`config.mk`:
```
export PLATFORM = sky130hd
export DESIGN_NAME = lamp_sequencer
export DESIGN_NICKNAME = d
export VERILOG_FILES = /design/src/rtl/lamp_sequencer_pkg.sv /design/src/rtl/lamp_prescaler.sv /design/src/rtl/lamp_sequencer.sv
export SDC_FILE = /design/constraint.sdc
export NUM_CORES = 1
export LEC_CHECK = 0
export ABC_AREA = 1
export ABC_CLOCK_PERIOD_IN_PS = 2500
export CORE_ASPECT_RATIO = 1.5
export CORE_MARGIN = 3
export CORE_UTILIZATION = 35
export CTS_BUF_LIST = sky130_fd_sc_hd__clkbuf_4
export DETAILED_ROUTE_END_ITERATION = 10
export GPL_ROUTABILITY_DRIVEN = 0
export PLACE_DENSITY = 0.63
export SYNTH_ARGS = -nofsm -noshare
export SYNTH_HDL_FRONTEND = slang
export SYNTH_HIERARCHICAL = 1
export SYNTH_SLANG_ARGS = --single-unit
```
`constraint.sdc`:
```
create_clock -name clk -period 2.5 [get_ports clk]
set_clock_uncertainty 0.2 [all_clocks]
set_input_delay 0.5 -clock clk [delete_from_list [all_inputs] [get_ports clk]]
set_output_delay 0.5 -clock clk [all_outputs]
set_load 0.01 [all_outputs]
```
`src/rtl/lamp_sequencer_pkg.sv`:
```
// lamp_seq_pkg: shared encodings for the lamp sequencer.
//   MODE_* : 2-bit panel mode codes (also used as the state encoding)
//   state_t: state machine type, one state per mode
package lamp_seq_pkg;

  localparam logic [1:0] MODE_IDLE  = 2'b00;
  localparam logic [1:0] MODE_FILL  = 2'b01;
  localparam logic [1:0] MODE_CHASE = 2'b10;
  localparam logic [1:0] MODE_BLINK = 2'b11;

  // States share the mode encoding so the sampled mode casts straight to
  // the state it selects.
  typedef enum logic [1:0] {
    S_IDLE  = MODE_IDLE,
    S_FILL  = MODE_FILL,
    S_CHASE = MODE_CHASE,
    S_BLINK = MODE_BLINK
  } state_t;

endpackage

```
`src/rtl/lamp_prescaler.sv`:
```
// lamp_prescaler: animation step prescaler.
//   clk  : clock, rising edge
//   rst  : asynchronous active-low reset
//   clr  : synchronous clear of the step counter (wins over counting)
//   div  : step period minus one
//   tick : high when the counter has reached (or passed) div
module lamp_prescaler #(
  parameter int DIV_W = 8
) (
  input  logic             clk,
  input  logic             rst,
  input  logic             clr,
  input  logic [DIV_W-1:0] div,
  output logic             tick
);

  logic [DIV_W-1:0] cnt;

  // >= rather than == so that lowering div below the running count ends
  // the step at once instead of wrapping through the whole counter range.
  assign tick = (cnt >= div);

  always_ff @(posedge clk or negedge rst) begin
    if (!rst) begin
      cnt <= '0;
    end else if (clr || tick) begin
      cnt <= '0;
    end else begin
      cnt <= cnt + DIV_W'(1);
    end
  end

endmodule

```
`src/rtl/lamp_sequencer.sv`:
```
// lamp_sequencer: mode-selected lamp animation (idle / fill / chase / blink).
//   clk    : clock, rising edge
//   rst    : asynchronous active-low reset
//   mode   : 00 idle, 01 fill, 10 chase, 11 blink; sampled every edge
//   div    : step period minus one (one animation step every div+1 cycles)
//   q      : registered lamp pattern
//   active : registered, high in every state except idle
//   tick   : step strobe, decoded from the prescaler count and the state
module lamp_sequencer
  import lamp_seq_pkg::*;
#(
  parameter int N_LAMPS = 4,
  parameter int DIV_W   = 8
) (
  input  logic               clk,
  input  logic               rst,
  input  logic [1:0]         mode,
  input  logic [DIV_W-1:0]   div,
  output logic [N_LAMPS-1:0] q,
  output logic               active,
  output logic               tick
);

  localparam int POS_W = $clog2(N_LAMPS);
  localparam logic [N_LAMPS-1:0] LAMP_ONE = {{(N_LAMPS-1){1'b0}}, 1'b1};
  // Blink base pattern: the two end lamps lit.
  localparam logic [N_LAMPS-1:0] BLINK_E  = LAMP_ONE | (LAMP_ONE << (N_LAMPS-1));
  localparam logic [POS_W-1:0]   LAST_POS = POS_W'(N_LAMPS-1);

  state_t           state;
  state_t           mode_state;
  logic             mode_entry;
  logic             cnt_at_limit;
  logic [POS_W-1:0] pos;
  logic [POS_W-1:0] pos_next;
  logic             phase;

  assign mode_state = state_t'(mode);
  assign mode_entry = (mode_state != state);
  assign pos_next   = (pos == LAST_POS) ? '0 : pos + POS_W'(1);

  // The count is cleared on every mode entry (so entry beats a coincident
  // step) and held at zero while idle.
  lamp_prescaler #(
    .DIV_W (DIV_W)
  ) u_prescaler (
    .clk  (clk),
    .rst  (rst),
    .clr  (mode_entry || (state == S_IDLE)),
    .div  (div),
    .tick (cnt_at_limit)
  );

  // Gating with the state keeps tick low in idle and lets reset drop it
  // asynchronously together with the state register.
  assign tick = cnt_at_limit && (state != S_IDLE);

  function automatic logic [N_LAMPS-1:0] entry_pattern(input state_t s);
    case (s)
      S_FILL:  entry_pattern = '1;
      S_CHASE: entry_pattern = LAMP_ONE;
      S_BLINK: entry_pattern = BLINK_E;
      default: entry_pattern = '0;
    endcase
  endfunction

  always_ff @(posedge clk or negedge rst) begin
    if (!rst) begin
      state  <= S_IDLE;
      q      <= '0;
      active <= 1'b0;
      pos    <= '0;
      phase  <= 1'b0;
    end else begin
      state  <= mode_state;
      active <= (mode_state != S_IDLE);
      if (mode_entry) begin
        pos   <= '0;
        phase <= 1'b0;
        q     <= entry_pattern(mode_state);
      end else if (tick) begin
        case (state)
          S_CHASE: begin
            pos <= pos_next;
            q   <= LAMP_ONE << pos_next;
          end
          S_BLINK: begin
            phase <= ~phase;
            // phase is the value being left, so the new pattern is its opposite
            q     <= phase ? BLINK_E : ~BLINK_E;
          end
          default: begin
            // idle and fill patterns are steady once loaded
          end
        endcase
      end
    end
  end

endmodule

```
; ---- Yosys cells after proc, flatten, opt, wreduce, memory -nomap -nowiden
; Index checks and enable logic that the tools add are counted.
[classes]
addsub = 2
n_lt_le_gt_ge = 1
n_eq_ne = 7
shifts = 1
mux = 13
bitwise_logic = 1
n_reduce_logical = 13
[ops]
columns = operator, n
row1 = 2-to-1 mux 4 bit, 3
row2 = case mux 4 bit (3 select lines), 1
row3 = equality test 2 bit (second input constant), 5
row4 = nonzero test 2 bit, 5
row5 = adder 8 x 1 -> 8 bit (second input constant), 1
row6 = >= comparator 8 bit, 1
row7 = 2-to-1 mux 2 bit, 4
row8 = 2-to-1 mux 8 bit, 1
row9 = case mux 4 bit (2 select lines), 1
row10 = AND reduction 2 bit, 3
row11 = << shifter 1 x 2 -> 4 bit (first input constant), 1
row12 = 2-to-1 mux 1 bit, 3
row13 = nonzero test 3 bit, 1
row14 = adder 2 x 1 -> 2 bit (second input constant), 1
row15 = equality test 2 x 1 -> 1 bit (second input constant), 1
row16 = zero test 2 bit, 1
row17 = logical OR 1 bit, 2
row18 = != test 2 bit, 1
row19 = logical AND 1 bit, 1
row20 = NOT 1 bit, 1
[word_totals]
regBits = 18
in_bits = 12
out_inout_bits = 6
wordCells = 44

; ---- Logic depth before layout (Yosys ltp)
; Gate-level depths: netlist of the first run.
[depth]
depth_word = 6
ltp_mapped = 14
depth_no_buf = 14

; ---- Cells and area by module
; The synthesis of the first run kept the hierarchy.
[modules_own_cells]
columns = module, n_inst, cells_each, area_each_um2, seq_area_each_um2
row1 = lamp_sequencer, 1, 88, 685.7, 250.2
row2 = lamp_prescaler, 1, 72, 595.6, 200.2

; ---- Worst setup path before layout of the first run
; No wires, ideal clock.
[synth_timing]
kind = in2out
start = in div[7]
end = out tick
t_arrival_ns = 1.502
required_time_ns = 1.800
setup_slack_ns = 0.298
stages = 8
n_path_buf = 0
path_cell_list = inv_1 > ha_1 > nand2_1 > nor2_1 > nand2_1 > nand3_1 > inv_1 > a21oi_1
[synth_via]
elab_chain_cells = 2
[synth_lines]
columns = element, line_no
row1 = from (decl), lamp_sequencer.sv:18  ; input logic [DIV_W-1:0] div,
row2 = >= comparator 8 bit, lamp_prescaler.sv:21  ; assign tick = (cnt >= div);
row3 = via cnt_at_limit, lamp_sequencer.sv:33  ; logic cnt_at_limit;
row4 = logical AND 1 bit, lamp_sequencer.sv:56  ; assign tick = cnt_at_limit && (state != S_IDLE);
row5 = to (decl), lamp_sequencer.sv:21  ; output logic tick
; The timed path passes the listed nets, and every way through them passes these cells.

; ---- Worst setup path after layout of the first run
[layout_timing]
start = reg u_prescaler.cnt[3]
end = out tick
[layout_via]
elab_chain_cells = 2
[layout_lines]
columns = element, line_no
row1 = from (decl), lamp_prescaler.sv:17  ; logic [DIV_W-1:0] cnt;
row2 = from (signal assigned), lamp_prescaler.sv:29  ; cnt <= cnt + DIV_W'(1);
row3 = >= comparator 8 bit, lamp_prescaler.sv:21
row4 = via cnt_at_limit, lamp_sequencer.sv:33
row5 = logical AND 1 bit, lamp_sequencer.sv:56
; The timed path passes the listed nets, and every way through them passes these cells.

==> flow_summary.toml, run 1 <==
[synth]
ys_warn_count = 6
synth.area.mux_share_pct = 0
synth_xor_area_share_pct = 4.10
synth_area_um2 = 1280
post_synth_num_cell_types = 27
synth_cells = 160
synth_top_family_by_area = "simple AND/OR/NAND/NOR gates"
synth_adder_area_share_pct = 12.7
yosysSeqAreaShare_pct = 35.2
ys_seq_elements = 18
synth_compound_area_share_pct = 4.39
avgSynthCellArea_um2 = 8.01
syn-num-nets = 185
yosys.area_share.simple_pct = 34.0

[finish]
nets = 228
multi_input_area_um2 = 842
layout_common_cells = "36 x nand2_1, 23 x buf_4, 18 x dfrtp_1, 15 x nand3_1, 14 x inv_1"
syn_to_final_growth_pct = 40.5
drive_gt1_share_pct = 35.1
final_common_cell = "nand2_1"
final_area_um2 = 1800
n_antenna_cell = 0
num-fill-cells = 322
register_area_um2 = 450

[setup_path]
critPathSlowestCell = "dfrtp_1"
cp_max_fo = 2
crit_required_ps = 1800
critPathLaunch = "u_prescaler/cnt[3]"
path_cells = "ha_4 > nand2_2 > inv_1 > nand2_1 > nand2_1 > nand2_2 > nand3_4 > inv_2 > a21oi_2 > buf_2"
critPathLaunchType = "flip-flop"
timing.reg2reg.setup_slack_ps = 90
cp_slowest_stage_delay_ps = 430
reg2reg_from = "u_prescaler/cnt[5]"
critPathKind = "reg2out"
path_buf_inv = 3
rr_endpoint = "u_prescaler/cnt[3]"
path_delay_family = "flip-flops"
cp.arrival_ps = 1710
ff2ff_path_depth = 13
crit_path_end_kind = "output port"

[timing]
slew_violations = 0
slew_headroom_pct = 75.3
fin_crit_sh_pct = 96.2
fin_crit_ps = 2410
final-hold-violation-count = 0
finalSetupViolations = 0
worst_slack_ps = 94.7
tightestPinTransition_ps = 371
rsz0062_at_grt = "no"
fmax_ghz = 0.416

[route]
drtAntennaViolNets = 0
vias = 1152
post_drt_wl_per_cell_um = 12.1
wl_um = 2960
viasPerCell = 4.72
drc_errors = 0
initialDrtViolationCount = 31
drtPass1Iterations = 4

[clock_network]
clock_sinks = 18
cts_buffer_depth = 2
clk_pin_slew_worst_paths_ps = 100
root_buffer = "clkbuf_4"
clk_latency_ps = 300
cts_max_level = 1
cts_tree = "yes"
numCtsBuffers = 3

[global_routing]
use_met2_pct = 29.4
grt-ovfl-total = 0
grt_util_met1_pct = 13.7
grt_max_degree = 19
gr-max-usage-layer = "met2"
grt_pass1_wl_um = 5040
grt_usage_pct = 14.4
grt_pass1_vias = 1205
antenna_found_initial = 0
grt_use_met3_pct = 1.93

[pwr]
p_per_area_nw_per_um2 = 337
leakagePower_nw = 0.905
ir_drop_v = 0.000275

[die]
io_pins = 18
fp.coreArea_um2 = 3450
start_util_pct = 37.2
row_count = 26
die_area_um2 = 4440
die_h_um = 80.1
die_w_um = 55.4

[min_path]
hold_path.class = "in2async"

[run_status]
status = "complete, no violations"

[place]
pre_cts_slack_ps = -689
hpwlAfterDp_um = 2000
postPlaceCellArea_um2 = 1590
port_buffers = 17

[job]
drv_cap = 0
## cells by family (layout without fill, tap and decap cells)
logic type | count (synthesis) | after routing
flip-flops | 18 | 18
buffers and inverters | 27 | 69
adder cells (fa/ha/maj) | 13 | 13
AO/OA/AOI/OAI | 9 | 9
AND/OR/NAND/NOR | 87 | 87
XOR/XNOR | 6 | 6
## report_power, final
part | internal (W) | total, W | switching (W) | leakage (nW)
registers | 0.000304 | 0.000315 | 0.0000112 | 0.235
clock network | 0.0000583 | 0.000151 | 0.0000930 | 0.0154
logic | 0.0000650 | 0.000141 | 0.0000759 | 0.655
## worst max path at each step
stage,end,cells after the start
2_1_floorplan,tick,8
3_3_place_gp,tick,10
3_5_place_dp,tick,10
4_1_cts,tick,10
5_1_grt,tick,8
6_report,tick,10
## timing repair
item / CTS / global route
buffers inserted: 9 / 0
pin swaps: 16 / 1
hold buffers: 0 / 0
resized for setup: 38 / 2
setup endpoints to repair: 1 / 1
cloned: 0 / 0
## final cells by class
| cell class | instances | share of cell area, % |
|---|---|---|
| Multi-Input combinational cell | 115 | 46.8 |
| Sequential cell | 18 | 25.0 |
| Timing Repair Buffer | 40 | 18.2 |
| Inverter | 25 | 5.63 |
| Tap cell | 42 | 2.92 |
| Clock buffer | 3 | 1.25 |
| Clock inverter | 1 | 0.208 |
## per-layer routing
metal,vias up,share of wire (%)
li1,585,-
met1,533,36
met2,26,57
met3,8,3.6
met4,0,3.1
met5,-,0
## Yosys cell counts (all sizes together)
| cell | n | area (µm²) |
|---|---|---|
| a21o | 1 | 7.51 |
| a21oi | 3 | 15.0 |
| buf | 2 | 22.5 |
| dfrtp | 18 | 450 |
| ha | 13 | 163 |
| inv | 25 | 101 |
| nand2 | 50 | 210 |
| nand3 | 17 | 90.1 |
| nand3b | 1 | 7.51 |
| nand4 | 1 | 21.3 |
| nor2 | 13 | 67.6 |
| nor3 | 3 | 25.0 |
| nor3b | 1 | 7.51 |
| o211ai | 2 | 15.0 |
| o21ai | 3 | 18.8 |
| or2 | 1 | 6.26 |
| xnor2 | 2 | 17.5 |
| xor2 | 4 | 35.0 |
## per-stage QoR
stage	TNS [ps]	hold slack (ps)	total power (W)	utilization (%)	cells
floorplan	0	4.41	0.000391	-	160
global placement	-799	302	0.000449	46.0	231
detailed placement	-1020	300	0.000451	46.0	231
CTS	0	315	0.000614	51.9	244
global route	0	330	0.000642	52.2	244
finish	0	310	0.000607	52.2	244
## state kept, by name, indices dropped and copies added (netlist names)
| register | cells |
|---|---|
| phase | 1 |
| pos | 2 |
| state | 2 |
| q | 4 |
| u_prescaler/cnt | 8 |
| active | 1 |
## worst register-to-register path: stages (launching register included)
cell and delay (ps):
dfrtp_1 430, ha_4 280, nand2_2 70, nor2_4 140, nand2_2 90, buf_4 140
buf_4 120, buf_4 120, buf_4 130, buf_4 130, buf_4 120, buf_4 130
nand4_4 130, nor2_1 60
No activity file was read; power rests on OpenSTA's default activity.
==> run 2, diff against run 1 <==
--- a/config.mk
+++ b/config.mk
@@ -10,7 +10,7 @@
 export CORE_ASPECT_RATIO = 1.5
 export CORE_MARGIN = 3
 export CORE_UTILIZATION = 35
-export CTS_BUF_LIST = sky130_fd_sc_hd__clkbuf_4
+export CTS_BUF_LIST = sky130_fd_sc_hd__clkbuf_8
 export DETAILED_ROUTE_END_ITERATION = 10
 export GPL_ROUTABILITY_DRIVEN = 0
 export PLACE_DENSITY = 0.63
==> flow_summary.toml, run 2 (synthesized netlist as in run 1, its figures left out) <==
[timing]
whs_ps = 313
rsz0062_at_grt = "no"
tightestPinTransition_ps = 370
fin_crit_sh_pct = 95.4
final-hold-violation-count = 0
fmax_ghz = 0.419
slew_violations = 0
worst_slack_ps = 116
finalSetupViolations = 0
fin_crit_ps = 2380
slew_headroom_pct = 75.3
setup-tns-final_ps = 0

[finish]
final_common_cell = "nand2_1"
top_register = "u_prescaler/cnt"
drive_gt1_share_pct = 35.3
n_antenna_cell = 0
layout_common_cells = "36 x nand2_1, 22 x buf_4, 18 x dfrtp_1, 15 x nand3_1, 14 x inv_1"
largest_reg_flops = 8
syn_to_final_growth_pct = 42.2
final_core_util_pct = 52.8
nets = 227
reg_top3 = "u_prescaler/cnt: 8 flops, q: 4 flops"

[route]
initialDrtViolationCount = 34
viasPerCell = 4.72
wl_um = 2910
drtPass1Iterations = 4
vias = 1147
drtAntennaViolNets = 0
post_drt_wl_per_cell_um = 12.0
drc_errors = 0

[die]
die_h_um = 80.1
io_pins = 18
start_util_pct = 37.2
die_area_um2 = 4440
row_count = 26
fp.coreArea_um2 = 3450
die_w_um = 55.4

[global_routing]
gr-max-usage-layer = "met2"
grt_use_met3_pct = 1.61
use_met2_pct = 28.9
antenna_found_initial = 0
grt_pass1_vias = 1185
grt_pass1_wl_um = 4960
grt_usage_pct = 14.1
grt-ovfl-total = 0
grt_util_met1_pct = 13.4
grt_max_degree = 19

[setup_path]
cp.arrival_ps = 1680
crit_path_end_kind = "output port"
critPathKind = "in2out"
cp_max_fo = 2
crit_required_ps = 1800
timing.reg2reg.setup_slack_ps = 240
critPathLaunchType = "input port"

[pwr]
p_per_area_nw_per_um2 = 382
leakagePower_nw = 0.914
ir_drop_v = 0.000301
p_total_w = 0.000695

[clock_network]
cts_buffer_depth = 2
root_buffer = "clkbuf_8"
cts_tree = "yes"
cts_max_level = 1
clk_latency_ps = 260
numCtsBuffers = 3
clk_pin_slew_worst_paths_ps = 70
clock_sinks = 18

[min_path]
hold_path.class = "reg2reg"

[place]
port_buffers = 17
pre_cts_slack_ps = -689
hpwlAfterDp_um = 2000

[job]
drv_cap = 0

[run_status]
status = "complete, no violations"
[run 2: changes by cell type in the layout (fill, tap and decap cells not counted)]
cell	previous run	this run
buf_4	23	22
clkbuf_4	3	0
clkbuf_8	0	4
clkinv_1	1	0
[run 2: timing repair]
action                                  4_1_cts  5_1_grt
endpoints found under the setup margin        1        1
buffers inserted                              8        0
pin swaps                                    16        0
gates resized for setup                      38        2
hold buffers                                  0        0
[run 2: stage by stage]
step                cell area, µm²  instances
floorplan                     1280        160
global placement              1590        231
detailed placement            1590        231
CTS                           1810        243
global route                  1820        243
finish                        1820        243
[run 2: power by group]
part / internal, W / switching (W) / total [W]
sequential: 0.000304 / 0.0000112 / 0.000316
clock: 0.000140 / 0.0000990 / 0.000239
combinational: 0.0000650 / 0.0000756 / 0.000141
total: 0.000509 / 0.000186 / 0.000695
[run 2: area by class of cell]
class,count,area [µm²]
clock buffer,4,55.1
fill,320,1630
inverter,25,101
multi-input combinational,115,842
sequential,18,450
tap,42,52.6
timing repair buffer,39,320
[run 2: metal layers]
layer / vias to the layer above / share of wire, % / wire [µm]
met3: 9 / 3.3 / 95
met5: - / 0 / 0
met4: 0 / 3.0 / 88
met2: 21 / 58 / 1690
met1: 534 / 36 / 1030
li1: 583 / - / -
[run 2: final timing paths]
path	startpoint	end	cells after the start
setup / recovery	div[5]	tick	10
hold / removal	q[1]	q[1]	2
setup reg to reg	u_prescaler/cnt[5]	u_prescaler/cnt[3]	12
hold reg to reg	q[1]	q[1]	2
max in group asynchronous	rst	u_prescaler/cnt[2]	2
min in group asynchronous	rst	pos[0]	2
[run 2: critical path: stages]
cell           delay (ps)
dlygate4sd2_1         210
inv_2                  40
ha_4                  260
nand2_2                70
nor2_4                140
nand2_2                90
nand3_4               100
inv_2                  50
a21oi_2                90
buf_2                 130
